`src/rtl/stream_mux_arb.sv`:
```
// N:1 valid/ready stream mux with round-robin or fixed-priority arbitration,
// packet lock and a one-beat registered output stage.
module stream_mux_arb #(
    parameter int unsigned N    = 4,
    parameter int unsigned W    = 8,
    parameter int unsigned MODE = 0
) (
    input  logic                 clk,
    input  logic                 rst_n,
    input  logic [N*W-1:0]       in_data,
    input  logic [N-1:0]         in_valid,
    input  logic [N-1:0]         in_last,
    output logic [N-1:0]         in_ready,
    output logic [W-1:0]         out_data,
    output logic                 out_last,
    output logic [$clog2(N)-1:0] out_sel,
    output logic                 out_valid,
    input  logic                 out_ready
);

    localparam int unsigned SEL_W = $clog2(N);
    localparam int unsigned IDX_W = SEL_W + 1;

    typedef enum logic {
        ARB  = 1'b0,
        LOCK = 1'b1
    } state_t;

    state_t           state_q, state_d;
    logic [SEL_W-1:0] lock_q, lock_d;
    logic [SEL_W-1:0] ptr_q, ptr_d;
    logic [SEL_W-1:0] grant_c;
    logic [SEL_W-1:0] cand_c;
    logic [IDX_W-1:0] idx_c;
    logic             found_c;
    logic             any_valid_c;
    logic             load_c;
    logic             xfer_c;

    assign any_valid_c = |in_valid;
    assign load_c      = ~out_valid | out_ready;

    // Grant selection: locked channel, else first valid from the pointer (RR) or from 0 (FP).
    always_comb begin
        grant_c = lock_q;
        idx_c   = '0;
        cand_c  = '0;
        found_c = 1'b0;
        if (state_q == ARB) begin
            for (int unsigned off = 0; off < N; off++) begin
                if (MODE == 0) begin
                    idx_c = {1'b0, ptr_q} + IDX_W'(off);
                    if (idx_c >= IDX_W'(N)) begin
                        idx_c = idx_c - IDX_W'(N);
                    end
                end else begin
                    idx_c = IDX_W'(off);
                end
                cand_c = SEL_W'(idx_c);
                if (!found_c && in_valid[cand_c]) begin
                    found_c = 1'b1;
                    grant_c = cand_c;
                end
            end
        end
    end

    // Ready goes only to the granted channel; forced low while reset is asserted.
    always_comb begin
        in_ready = '0;
        if (rst_n && load_c && any_valid_c) begin
            in_ready[grant_c] = 1'b1;
        end
    end

    assign xfer_c = |(in_ready & in_valid);

    // Next-state: lock on a non-last beat, release and rotate the pointer on the last beat.
    always_comb begin
        state_d = state_q;
        lock_d  = lock_q;
        ptr_d   = ptr_q;
        if (xfer_c) begin
            if (in_last[grant_c]) begin
                state_d = ARB;
                if (grant_c == SEL_W'(N - 1)) begin
                    ptr_d = '0;
                end else begin
                    ptr_d = grant_c + SEL_W'(1);
                end
            end else begin
                state_d = LOCK;
                lock_d  = grant_c;
            end
        end
    end

    always_ff @(posedge clk or negedge rst_n) begin
        if (!rst_n) begin
            state_q <= ARB;
            lock_q  <= '0;
            ptr_q   <= '0;
        end else begin
            state_q <= state_d;
            lock_q  <= lock_d;
            ptr_q   <= ptr_d;
        end
    end

    // Output register: reloads when empty or draining, holds under backpressure.
    always_ff @(posedge clk or negedge rst_n) begin
        if (!rst_n) begin
            out_valid <= 1'b0;
            out_data  <= '0;
            out_last  <= 1'b0;
            out_sel   <= '0;
        end else if (load_c) begin
            out_valid <= xfer_c;
            if (xfer_c) begin
                out_data <= in_data[32'(grant_c) * W +: W];
                out_last <= in_last[grant_c];
                out_sel  <= grant_c;
            end
        end
    end

endmodule

```
`config.mk`:
```
export PLATFORM = sky130hd
export DESIGN_NAME = stream_mux_arb
export DESIGN_NICKNAME = d
export VERILOG_FILES = /design/src/rtl/stream_mux_arb.sv
export SDC_FILE = /design/constraint.sdc
export NUM_CORES = 1
export LEC_CHECK = 0
export BUFFER_PORTS_ARGS = -buffer_cell sky130_fd_sc_hd__buf_2
export CORE_UTILIZATION = 42
export CTS_CLUSTER_DIAMETER = 50
export DETAILED_ROUTE_END_ITERATION = 10
export PLACE_DENSITY = 0.79
export SYNTH_ARGS = -nofsm -noshare
export SYNTH_HDL_FRONTEND = slang
export SYNTH_SLANG_ARGS = --single-unit
```
`constraint.sdc`:
```
create_clock -name clk -period 5.82 [get_ports clk]
set_clock_uncertainty 0.15 [all_clocks]
set_input_delay 1.746 -clock clk [delete_from_list [all_inputs] [get_ports clk]]
set_output_delay 1.746 -clock clk [all_outputs]
set_load 0.05 [all_outputs]
```
Yosys cells after proc, flatten, opt, wreduce, memory -nomap -nowiden
Index checks and enable logic that the tools add are counted.
{"block": "word_totals", "regBits": 17, "latchBits": 0, "mem_bits_rw": 0, "rom_bits": 0, "inputBits": 43, "output_inout_bits": 16, "word_cells": 79, "mem_count": 0}
{"block": "classes", "addsub": 8, "multipliers": 0, "n_div": 0, "order_cmp": 10, "n_eq_ne": 1, "shift": 1, "mux": 34, "bitwise_logic": 4, "reduce_logical": 14}
{"cell": "indexed part select 32 x 6 -> 8 bit", "n": 1}
{"cell": "two-way mux 2 bit", "n": 14}
{"cell": "less-than comparator 2 x 3 -> 1 bit (second input constant)", "n": 5}
{"cell": "two-way mux 1 bit", "n": 13}
{"cell": "binary-select mux 1 bit (select 2 bit)", "n": 5}
{"cell": "greater-or-equal comparator 3 bit (second input constant)", "n": 3}
{"cell": "OR reduction 4 bit", "n": 2}
{"cell": "subtractor 2 x 1 -> 2 bit (second input constant)", "n": 4}
{"cell": "adder 2 x 2 -> 3 bit (second input constant)", "n": 2}
{"cell": "logical AND 1 bit", "n": 6}
{"cell": "AND reduction 2 bit", "n": 3}
{"cell": "bitwise AND 4 bit", "n": 1}
{"cell": "two-way mux 4 bit", "n": 1}
{"cell": "adder 2 x 1 -> 3 bit (second input constant)", "n": 1}
{"cell": "greater-or-equal comparator 2 x 3 -> 1 bit (second input constant)", "n": 1}
{"cell": "zero test 1 bit", "n": 3}
{"cell": "adder 2 x 1 -> 2 bit (second input constant)", "n": 1}
{"cell": "demux 1 bit (select 2 bit)", "n": 1}
{"cell": "equality test 2 bit (second input constant)", "n": 1}
{"cell": "greater-or-equal comparator 2 x 1 -> 1 bit (second input constant)", "n": 1}
{"cell": "NOT 1 bit", "n": 2}
{"cell": "bitwise OR 1 bit", "n": 1}

Depth between registers and ports, before layout
Gate-level depths: netlist of run 1.
{"block": "depth", "depth_word": 27, "mapped_depth": 14, "depth_no_buf": 11}

Worst setup path after synthesis of run 1
Ideal clock, no wire load.
{"block": "synth_timing", "path_type": "input -> output", "from": "in in_valid[2]", "to": "out in_ready[1]", "arrival_ns": 4.369, "required_time_ns": 3.924, "setup_slack_ns": -0.445, "path_stages": 9, "n_path_buf": 2, "cell_sequence": "buf_6 or3b_1 a2111o_1 a21oi_2 o21ai_2 nand2_2 clkinv_4 buf_2 nor3_1"}
{"block": "synth_between", "elab_chain_len": 21, "elab_cells_between_ends": 33, "classes_between": "2 x order compare; 22 x mux; 9 x reduce/logical"}
{"element": "start: declaration", "line_no": "11", "text": "input logic [N-1:0] in_valid,"}
{"element": "binary-select mux 1 bit (select 2 bit)", "line_no": "60", "text": "if (!found_c && in_valid[cand_c]) begin"}
{"element": "two-way mux 1 bit (not written as such)", "line_no": "60"}
{"element": "two-way mux 1 bit", "line_no": "60"}
{"element": "two-way mux 1 bit", "line_no": "49", "text": "if (state_q == ARB) begin"}
{"element": "zero test 1 bit", "line_no": "60"}
{"element": "logical AND 1 bit", "line_no": "60"}
{"element": "two-way mux 1 bit", "line_no": "60"}
{"element": "two-way mux 1 bit", "line_no": "49"}
{"element": "[5 not listed]"}
{"element": "logical AND 1 bit", "line_no": "60"}
{"element": "two-way mux 2 bit", "line_no": "60"}
{"element": "two-way mux 2 bit", "line_no": "49"}
{"element": "less-than comparator 2 x 3 -> 1 bit (not written as such) / greater-or-equal comparator 2 x 1 -> 1 bit (equally long branches)", "line_no": "72", "text": "in_ready[grant_c] = 1'b1;"}
{"element": "logical AND 1 bit (not written as such)", "line_no": "72"}
{"element": "two-way mux 1 bit (not written as such)", "line_no": "72"}
{"element": "demux 1 bit (select 2 bit)", "line_no": "72"}
{"element": "two-way mux 4 bit (*)", "line_no": "71", "text": "if (rst_n && load_c && any_valid_c) begin"}
{"element": "end: declaration", "line_no": "13", "text": "output logic [N-1:0] in_ready,"}
Mark *: on every way between the ends. The rest lies on a longest branch, timed or not. The select of a mux whose other input is x is not followed.

Worst setup path in the final report of run 1
{"block": "layout_timing", "from": "in in_valid[2]", "to": "out in_ready[2]"}
The elaborated chain is that of the path after synthesis.

==> flow_metrics.env, run 1 <==
export IMPL_drc_errors=0
export IMPL_worst_path_buf_inv=4
export IMPL_vias_per_cell=5.15
export IMPL_ir_worst_vdd_mv=0.333
export IMPL_netlist_top_cells_area="dfrtp_1, mux2_2, mux2i_1, o21ai_0, nand2_1"
export IMPL_synthMuxAreaShare_pct=25.4
export IMPL_worst_setup_path_start_kind="input port"
export IMPL_die_h_um=59.0
export IMPL_wl_mm=3.05
export IMPL_final_nets=241
export IMPL_crit_chain="buf_2 > or3b_1 > a2111o_1 > a41oi_2 > nand2_2 > clkinv_4 > ha_1 > inv_1 > nor2_4 > buf_4"
export IMPL_synthArstFlopShare_pct=100
export IMPL_required_ns=3.92
export IMPL_reg2reg_slack_ns=2.29
export IMPL_synthAdderAreaFrac_pct=1.83
export IMPL_setup_tns_ns=0
export IMPL_drive_gt1_share_pct=49.7
export IMPL_port_buffers=58
export IMPL_worst_pin_slew_ns=0.556
export IMPL_synth_top_family_by_area="multiplexers"
export IMPL_cts_hold_fix_buffers=0
export IMPL_synth_edf_count=0
export IMPL_max_cap_viol_count=0
export IMPL_p_per_area_nw_per_um2=581
export IMPL_fin_crit_sh_pct=98.1
export IMPL_critical_path_max_fanout=10
export IMPL_yosysSeqAreaShare_pct=31.2
export IMPL_worstSetupPathType="in -> out"
export IMPL_rsz0062_at_grt="false"
export IMPL_drtIter0Drc=109
export IMPL_cp_end_kind="output port"
export IMPL_synth_flop_cell="dfrtp_1"
export IMPL_holdCritStartpoint="out_last"
export IMPL_vias=1230
export IMPL_slowest_stage="a2111o_1"
export IMPL_fill_cells=303
export IMPL_r2r_start="ptr_q[0]"
export IMPL_setup_violations=0
export IMPL_die_x_um=59.0
export IMPL_area_growth_pct=25.9
export IMPL_clk_path_buf_depth=2
export IMPL_final_core_util_pct=55.8
export IMPL_clkSinkCount=17
export IMPL_hpwl_mm=2.48
export IMPL_cts_root_buf="clkbuf_4"
export IMPL_clk_pin_slew_worst_paths_ns=0.10
export IMPL_intPower_w=0.000480
export IMPL_htreeDepth=1
export IMPL_hp_class="reg -> reg"
export IMPL_p_clk_share_pct=6.5
export IMPL_crit_arrival_ns=3.81
export IMPL_insertedDiodeCount=0
export IMPL_antenna_found_initial=0
export IMPL_routedWlPerCell_um=12.8
export IMPL_core_area_um2=3080
export IMPL_dieArea_um2=3480
export IMPL_clock_fmax_mhz=175
export IMPL_gp_congestion=0.820
export IMPL_first_pass_iters=4
export IMPL_combPwrFrac_pct=71.1
export IMPL_relSlewSlack_pct=62.8
export IMPL_synth_xor_area_share_pct=0
export IMPL_critPathMaxStageDelay_ns=0.45
export IMPL_rows=20
export IMPL_leakage_nw=0.826
export IMPL_synth_nets=183
export IMPL_grt_max_degree=20
export IMPL_synth_simple_area_share_pct=17.0
export IMPL_p_seq_share_pct=22.5
export IMPL_postSynthAreaPerCell_um2=9.88
export IMPL_fin_area_um2=1720
export IMPL_cts_made_buffers=3
export IMPL_yosysWarnings=0
export IMPL_synth_distinct_cells=47
export IMPL_synth_seq_cells=17
export IMPL_cts_tree="done"
export IMPL_syn_inst=138
export IMPL_outcome="finished clean"
export IMPL_ant_nets=0
export IMPL_synth_area_leader_cell="dfrtp_1"
export IMPL_switchingPower_w=0.000517
export IMPL_grt_pass1_vias=1171
export IMPL_hold_violations=0
export IMPL_num_io_pins=59
export IMPL_r2r_end="ptr_q[1]"
export IMPL_cpLargestDelayFamily="compound AO/OA/AOI/OAI gates"
export IMPL_slew_violations=0
export IMPL_p_sw_share_pct=51.9
export IMPL_clkLatencyLatePin_ns=0.29
export IMPL_placed_area_um2=1680
export IMPL_start_util_pct=44.3
export IMPL_syn_area_um2=1360
export IMPL_whs_path_depth=1
export IMPL_grt_pass1_wl_mm=5.18
export IMPL_synth_top_area_share_pct=31.2
export IMPL_period_needed_ns=5.71
export IMPL_worstHoldEndpoint="out_last"
export IMPL_grt_ovfl_total=0
export IMPL_grtUsageTotal_pct=19.7
export IMPL_ff2ff_path_depth=10
export IMPL_synth_compound_area_share_pct=16.7
[power by group through the flow]
stage               Sequential, W   Clock, W  Combinational, W
floorplan                0.000353          0          0.000458
global placement         0.000227          0          0.000697
detailed placement       0.000226          0          0.000708
CTS                      0.000225  0.0000668          0.000709
global route             0.000233  0.0000712          0.000773
finish                   0.000224  0.0000644          0.000709
[repair_timing]
action / CTS / global route
setup endpoints to repair: 0 / 1
gates resized for setup: 0 / 2
setup buffers: 0 / 1
[synthesized netlist by cell type (all sizes together), types with 2 or more instances]
| cell type | n |
|---|---|
| a21oi | 5 |
| inv | 7 |
| nor2b | 2 |
| or3b | 2 |
| mux2i | 11 |
| nor3 | 3 |
| nand2 | 12 |
| buf | 9 |
| nand3 | 2 |
| o21ai | 12 |
| mux2 | 18 |
| nand2b | 3 |
| dfrtp | 17 |
| and2 | 2 |
| ha | 2 |
| nor3b | 3 |
| nor2 | 8 |
[flip-flops by register name (all words and copies together) (netlist names)]
signal	count
out_data	8
out_valid	1
state_q	1
out_last	1
out_sel	2
ptr_q	2
lock_q	2
[stage by stage]
| step | power (W) | setup slack (ns) | cells | hold WS, ns |
|---|---|---|---|---|
| floorplan | 0.000811 | -0.0358 | 138 | 0.325 |
| global placement | 0.000925 | 0.122 | 234 | 0.310 |
| detailed placement | 0.000934 | 0.0502 | 234 | 0.314 |
| CTS | 0.00100 | 0.0504 | 238 | 0.340 |
| global route | 0.00108 | 0.00603 | 239 | 0.366 |
| finish | 0.000997 | 0.110 | 239 | 0.340 |
[kinds of logic after synthesis]
kind of cell	count (synthesis)
buffers and inverters	17
multiplexers	30
AND/OR/NAND/NOR	42
adder cells (fa/ha/maj)	2
AO/OA/AOI/OAI	30
flip-flops	17
[area by class of cell]
class                   instances  area [µm²]  area share (%)
multi-input cells             104         851            49.6
inverters                       8        35.0            2.04
clock inverters                 1        5.00           0.292
clock buffers                   3        22.5            1.31
repair buffers                 62         323            18.8
well taps                      44        55.1            3.21
flip-flops and latches         17         425            24.8
[routing by layer]
layer  vias to the layer above  part of all wire [%]  GRT usage (%)
li1                        618                     -              -
met1                       575                    49           27.0
met2                        32                    47           32.1
met3                         5                   3.3           2.18
met4                         0                   1.2           6.80
met5                         -                     0              0
[how the worst max path moves through the flow]
| stage | startpoint | endpoint | depth (start not counted) |
|---|---|---|---|
| 3_3_place_gp | in_valid[2] | in_ready[2] | 10 |
| 5_1_grt | in_valid[2] | in_ready[2] | 10 |
| 4_1_cts | in_valid[2] | in_ready[2] | 10 |
| 3_5_place_dp | in_valid[2] | in_ready[2] | 10 |
| 6_report | in_valid[2] | in_ready[2] | 10 |
| 2_1_floorplan | in_valid[2] | in_ready[1] | 9 |
[placed cells by master, fill, tap and decap left out, types with 2 or more instances in the layout]
cell type	netlist	routed
nand2_1	11	11
inv_1	7	7
a21oi_1	4	4
buf_2	4	57
nor2_1	8	6
o21ai_0	11	11
nand3_1	2	2
buf_4	2	5
mux2_4	2	2
nand2b_1	2	2
nor3_2	0	2
mux2_2	16	16
mux2i_1	11	11
clkbuf_4	0	3
dfrtp_1	17	17
nor2b_1	2	2
ha_1	2	2
nor3b_1	3	3
No activity file was read; power rests on OpenSTA's default activity.
==> inputs of run 2 (changes only) <==
--- a/config.mk
+++ b/config.mk
@@ -7,6 +7,7 @@
 export LEC_CHECK = 0
 export BUFFER_PORTS_ARGS = -buffer_cell sky130_fd_sc_hd__buf_2
 export CORE_UTILIZATION = 42
+export CTS_BUF_LIST = sky130_fd_sc_hd__clkbuf_16
 export CTS_CLUSTER_DIAMETER = 50
 export DETAILED_ROUTE_END_ITERATION = 10
 export PLACE_DENSITY = 0.79
==> flow_metrics.env, run 2 (same netlist as run 1, synthesis figures left out) <==
export IMPL_outcome="finished clean"
export IMPL_htreeDepth=1
export IMPL_die_x_um=59.0
export IMPL_p_seq_share_pct=21.0
export IMPL_grt_pass1_wl_mm=5.29
export IMPL_layout_setup_ws_ns=0.106
export IMPL_max_cap_viol_count=0
export IMPL_worst_path_buf_inv=4
export IMPL_hpwl_mm=2.48
export IMPL_crit_arrival_ns=3.82
export IMPL_cp_end_kind="output port"
export IMPL_cts_root_buf="clkbuf_16"
export IMPL_largest_reg_flops=8
export IMPL_grtUsageTotal_pct=20.3
export IMPL_clkSinkCount=17
export IMPL_period_needed_ns=5.71
export IMPL_clk_pin_slew_worst_paths_ns=0.05
export IMPL_whs_path_depth=1
export IMPL_p_per_area_nw_per_um2=608
export IMPL_vias=1240
export IMPL_clk_path_buf_depth=2
export IMPL_slowest_stage="a2111o_1"
export IMPL_ir_worst_vdd_mv=0.340
export IMPL_max_flop_register="out_data"
export IMPL_antenna_found_initial=0
export IMPL_hold_slack_ns=0.327
export IMPL_setup_violations=0
export IMPL_place_ws_ns=0.0502
export IMPL_switchingPower_w=0.000529
export IMPL_ant_nets=0
export IMPL_grt_ovfl_total=0
export IMPL_die_h_um=59.0
export IMPL_final_core_util_pct=57.5
export IMPL_multi_input_area_um2=851
export IMPL_cts_made_buffers=3
export IMPL_num_io_pins=59
export IMPL_first_pass_iters=4
export IMPL_grt_busiest_layer="met2"
export IMPL_p_sw_share_pct=49.1
export IMPL_cp_depth=10
export IMPL_dieArea_um2=3480
export IMPL_dp_cells=234
export IMPL_layout_common_cells="buf_2, dfrtp_1, mux2_2"
export IMPL_crit_chain="buf_2 > or3b_1 > a2111o_1 > a41oi_2 > nand2_2 > clkinv_4 > ha_1 > inv_1 > nor2_4 > buf_4"
export IMPL_met1_usage_pct=27.0
export IMPL_cts_hold_fix_buffers=0
export IMPL_worst_setup_path_start_kind="input port"
export IMPL_drive_gt1_share_pct=49.7
export IMPL_regArea_um2=425
export IMPL_clkLatencyLatePin_ns=0.25
export IMPL_vias_per_cell=5.19
export IMPL_fin_crit_sh_pct=98.2
export IMPL_insertedDiodeCount=0
export IMPL_fill_cells=294
export IMPL_p_clk_share_pct=12.9
export IMPL_hold_violations=0
export IMPL_worst_pin_slew_ns=0.555
export IMPL_rows=20
export IMPL_required_ns=3.92
export IMPL_rsz0062_at_grt="false"
export IMPL_critical_path_max_fanout=10
export IMPL_drc_errors=0
export IMPL_combPwrFrac_pct=66.2
export IMPL_drtIter0Drc=116
export IMPL_routedWlPerCell_um=13.2
export IMPL_start_util_pct=44.3
export IMPL_reg2reg_slack_ns=2.29
export IMPL_relSlewSlack_pct=62.9
export IMPL_grtUsageMet2_pct=33.9
export IMPL_worstSetupPathType="in -> out"
export IMPL_grt_max_degree=20
export IMPL_cpLargestDelayFamily="compound AO/OA/AOI/OAI gates"
export IMPL_layout_commonest_cell="buf_2"
export IMPL_area_growth_pct=29.7
export IMPL_slew_violations=0
export IMPL_ff2ff_path_depth=10
export IMPL_intPower_w=0.000547
export IMPL_gp_congestion=0.820
export IMPL_final_nets=241
export IMPL_port_buffers=58
export IMPL_hp_class="reg -> reg"
export IMPL_met3_usage_pct=2.84
export IMPL_critPathMaxStageDelay_ns=0.45
export IMPL_clock_fmax_mhz=175
export IMPL_grt_pass1_vias=1162
export IMPL_setup_tns_ns=0
export IMPL_fin_cells=239
export IMPL_leakage_nw=0.849
export IMPL_wl_mm=3.16
export IMPL_cts_tree="done"
export IMPL_core_area_um2=3080
==> run 2: path summary, 6_finish.rpt <==
path / start / to
worst max-delay path: in_valid[2] / in_ready[2]
max in group asynchronous: rst_n / out_data[1]
min in group asynchronous: rst_n / out_last
worst max register to register: ptr_q[0] / ptr_q[1]
worst min-delay path: out_last / out_last
worst min register to register: out_last / out_last
==> run 2: per-layer routing <==
metal | vias to the layer above | part of all wire, %
met3 | 4 | 3.7
met2 | 35 | 48
met4 | 0 | 0.85
met1 | 582 | 48
met5 | - | 0
li1 | 619 | -
==> run 2: area by class of cell <==
cell class / instances / area share, %
Timing Repair Buffer: 62 / 18.2
Multi-Input combinational cell: 104 / 48.1
Clock buffer: 3 / 4.24
Inverter: 8 / 1.98
Sequential cell: 17 / 24.0
Clock inverter: 1 / 0.283
Tap cell: 44 / 3.11
==> run 2: stage by stage <==
step | total power (W) | cell area, µm²
finish | 0.00108 | 1770
global route | 0.00116 | 1770
CTS | 0.00108 | 1760
detailed placement | 0.000934 | 1680
global placement | 0.000925 | 1680
floorplan | 0.000811 | 1380
==> run 2: worst register-to-register path, stage by stage, from the launching register on <==
cell      delay [ns]
dfrtp_1         0.50
or3b_1          0.40
a2111o_1        0.45
a41oi_2         0.28
nand2_2         0.16
clkinv_4        0.12
ha_1            0.17
a22oi_1         0.12
o211ai_4        0.48
and2_4          0.29
mux2_4          0.30
==> run 2: timing repair <==
item | CTS | global route
gates resized for setup | 0 | 2
setup buffers | 0 | 1
endpoints found under the setup margin | 0 | 1
==> run 2: power by group through the flow <==
| stage | sequential, W | combinational [W] | clock, W |
|---|---|---|---|
| finish | 0.000226 | 0.000712 | 0.000138 |
| global route | 0.000234 | 0.000775 | 0.000146 |
| CTS | 0.000225 | 0.000712 | 0.000140 |
| detailed placement | 0.000226 | 0.000708 | 0 |
| global placement | 0.000227 | 0.000697 | 0 |
| floorplan | 0.000353 | 0.000458 | 0 |
==> inputs of run 3 (changes only) <==
--- a/config.mk
+++ b/config.mk
@@ -6,6 +6,7 @@
 export NUM_CORES = 1
 export LEC_CHECK = 0
 export BUFFER_PORTS_ARGS = -buffer_cell sky130_fd_sc_hd__buf_2
+export CORE_MARGIN = 8
 export CORE_UTILIZATION = 42
 export CTS_BUF_LIST = sky130_fd_sc_hd__clkbuf_16
 export CTS_CLUSTER_DIAMETER = 50
==> constraint.sdc (replaced) <==
create_clock -name clk -period 5.82 [get_ports clk]
set_clock_uncertainty 0.15 [all_clocks]
set_input_delay 1.164 -clock clk [delete_from_list [all_inputs] [get_ports clk]]
set_output_delay 1.164 -clock clk [all_outputs]
set_load 0.05 [all_outputs]
==> flow_metrics.env, run 3 (same netlist as run 1, synthesis figures left out) <==
export IMPL_worstSetupPathType="in -> out"
export IMPL_clock_fmax_mhz=216
export IMPL_largest_reg_flops=8
export IMPL_worst_path_buf_inv=4
export IMPL_vias=1224
export IMPL_cts_tree="done"
export IMPL_setup_tns_ns=0
export IMPL_grt_busiest_layer="met2"
export IMPL_grt_pass1_wl_mm=6.04
export IMPL_crit_chain="buf_2 > or3b_1 > a2111o_1 > a41oi_2 > nand2_2 > clkinv_4 > ha_1 > inv_1 > nor2_1 > buf_2"
export IMPL_rows=20
export IMPL_period_needed_ns=4.62
export IMPL_cts_made_buffers=3
export IMPL_reg2reg_slack_ns=2.23
export IMPL_hp_class="reg -> reg"
export IMPL_critPathMaxStageDelay_ns=0.46
export IMPL_required_ns=4.51
export IMPL_num_io_pins=59
export IMPL_rsz0062_at_grt="false"
export IMPL_fin_crit_sh_pct=79.4
export IMPL_holdCritStartpoint="out_last"
export IMPL_met3_usage_pct=4.40
export IMPL_setup_violations=0
export IMPL_fin_area_um2=1730
export IMPL_p_seq_share_pct=21.4
export IMPL_insertedDiodeCount=0
export IMPL_met1_usage_pct=16.3
export IMPL_grt_max_degree=21
export IMPL_critical_path_max_fanout=19
export IMPL_slowest_stage="a2111o_1"
export IMPL_cp_end_kind="output port"
export IMPL_crit_start="in_valid[2]"
export IMPL_die_h_um=73.0
export IMPL_grt_pass1_vias=1293
export IMPL_slew_violations=0
export IMPL_core_area_um2=3080
export IMPL_gp_congestion=0.910
export IMPL_p_clk_share_pct=13.6
export IMPL_r2r_start="ptr_q[1]"
export IMPL_ant_nets=0
export IMPL_leakage_nw=0.829
export IMPL_layout_commonest_cell="buf_2"
export IMPL_cts_root_buf="clkbuf_16"
export IMPL_first_pass_iters=4
export IMPL_place_ws_ns=1.23
export IMPL_dieArea_um2=5330
export IMPL_area_growth_pct=26.6
export IMPL_cpLargestDelayFamily="compound AO/OA/AOI/OAI gates"
export IMPL_relSlewSlack_pct=62.2
export IMPL_worst_setup_path_start_kind="input port"
export IMPL_htreeDepth=1
export IMPL_grt_ovfl_total=0
export IMPL_placed_area_um2=1640
export IMPL_grtUsageTotal_pct=14.3
export IMPL_worst_pin_slew_ns=0.565
export IMPL_drtIter0Drc=61
export IMPL_intPower_w=0.000531
export IMPL_cts_hold_fix_buffers=0
export IMPL_crit_arrival_ns=3.31
export IMPL_antenna_found_initial=0
export IMPL_wl_mm=3.66
export IMPL_layout_common_cells="buf_2, dfrtp_1, mux2_2"
export IMPL_clk_path_buf_depth=2
export IMPL_hold_violations=0
export IMPL_max_cap_viol_count=0
export IMPL_clk_pin_slew_worst_paths_ns=0.06
export IMPL_hold_slack_ns=0.324
export IMPL_vias_per_cell=5.19
export IMPL_layout_setup_ws_ns=1.20
export IMPL_switchingPower_w=0.000535
export IMPL_die_x_um=73.0
export IMPL_max_flop_register="out_data"
export IMPL_post_cts_buffers=0
export IMPL_drc_errors=0
export IMPL_outcome="finished clean"
export IMPL_grtUsageMet2_pct=25.3
export IMPL_routedWlPerCell_um=15.5
export IMPL_final_nets=238
export IMPL_hpwl_mm=2.82
export IMPL_post_cts_resized=0
export IMPL_start_util_pct=44.3
export IMPL_power_w=0.00107
export IMPL_ir_worst_vdd_mv=0.321
export IMPL_drive_gt1_share_pct=46.9
export IMPL_clkLatencyLatePin_ns=0.25
export IMPL_p_sw_share_pct=50.2
export IMPL_port_buffers=58
export IMPL_path_common_cell="buf_2"
export IMPL_combPwrFrac_pct=65.0
export IMPL_clkSinkCount=17
export IMPL_p_per_area_nw_per_um2=617
## run 3: cell count changes in the layout (fill, tap and decap cells not counted), moves of 2 or more
cell	before	now
nor3_1	1	3
nor2_1	6	8
buf_4	5	1
nor3_2	2	0
## run 3: area by class of cell
| type | instances | area (µm²) |
|---|---|---|
| fill | 303 | 1350 |
| clock buffer | 3 | 75.1 |
| clock inverter | 1 | 7.51 |
| inverter | 8 | 35.0 |
| timing repair buffer | 59 | 298 |
| multi-input combinational | 104 | 831 |
| sequential | 17 | 425 |
| tap | 44 | 55.1 |
## run 3: worst paths after layout
check,endpoint,depth (start not counted)
min,out_last,1
max,in_ready[2],10
max in group asynchronous,state_q,1
min in group asynchronous,out_data[5],1
min reg2reg,out_last,1
max reg2reg,ptr_q[1],11
## run 3: routing by layer
layer,wire length (µm),share of wire (%)
met1,1510,41
met2,1910,52
met3,217,5.9
met4,25,0.68
met5,0,0
## run 3: power groups by stage
stage          logic (W)  clock network, W  registers [W]
2_1_floorplan   0.000447                 0       0.000353
3_3_place_gp    0.000686                 0       0.000226
3_5_place_dp    0.000694                 0       0.000227
4_1_cts         0.000701          0.000146       0.000227
5_1_grt         0.000751          0.000150       0.000235
6_report        0.000692          0.000145       0.000228
## run 3: through the flow
stage,instances,util [%]
after global placement,232,53.4
after detailed placement,232,53.4
final,236,56.1
after global routing,236,56.1
after CTS,236,56.1
after floorplan,138,-
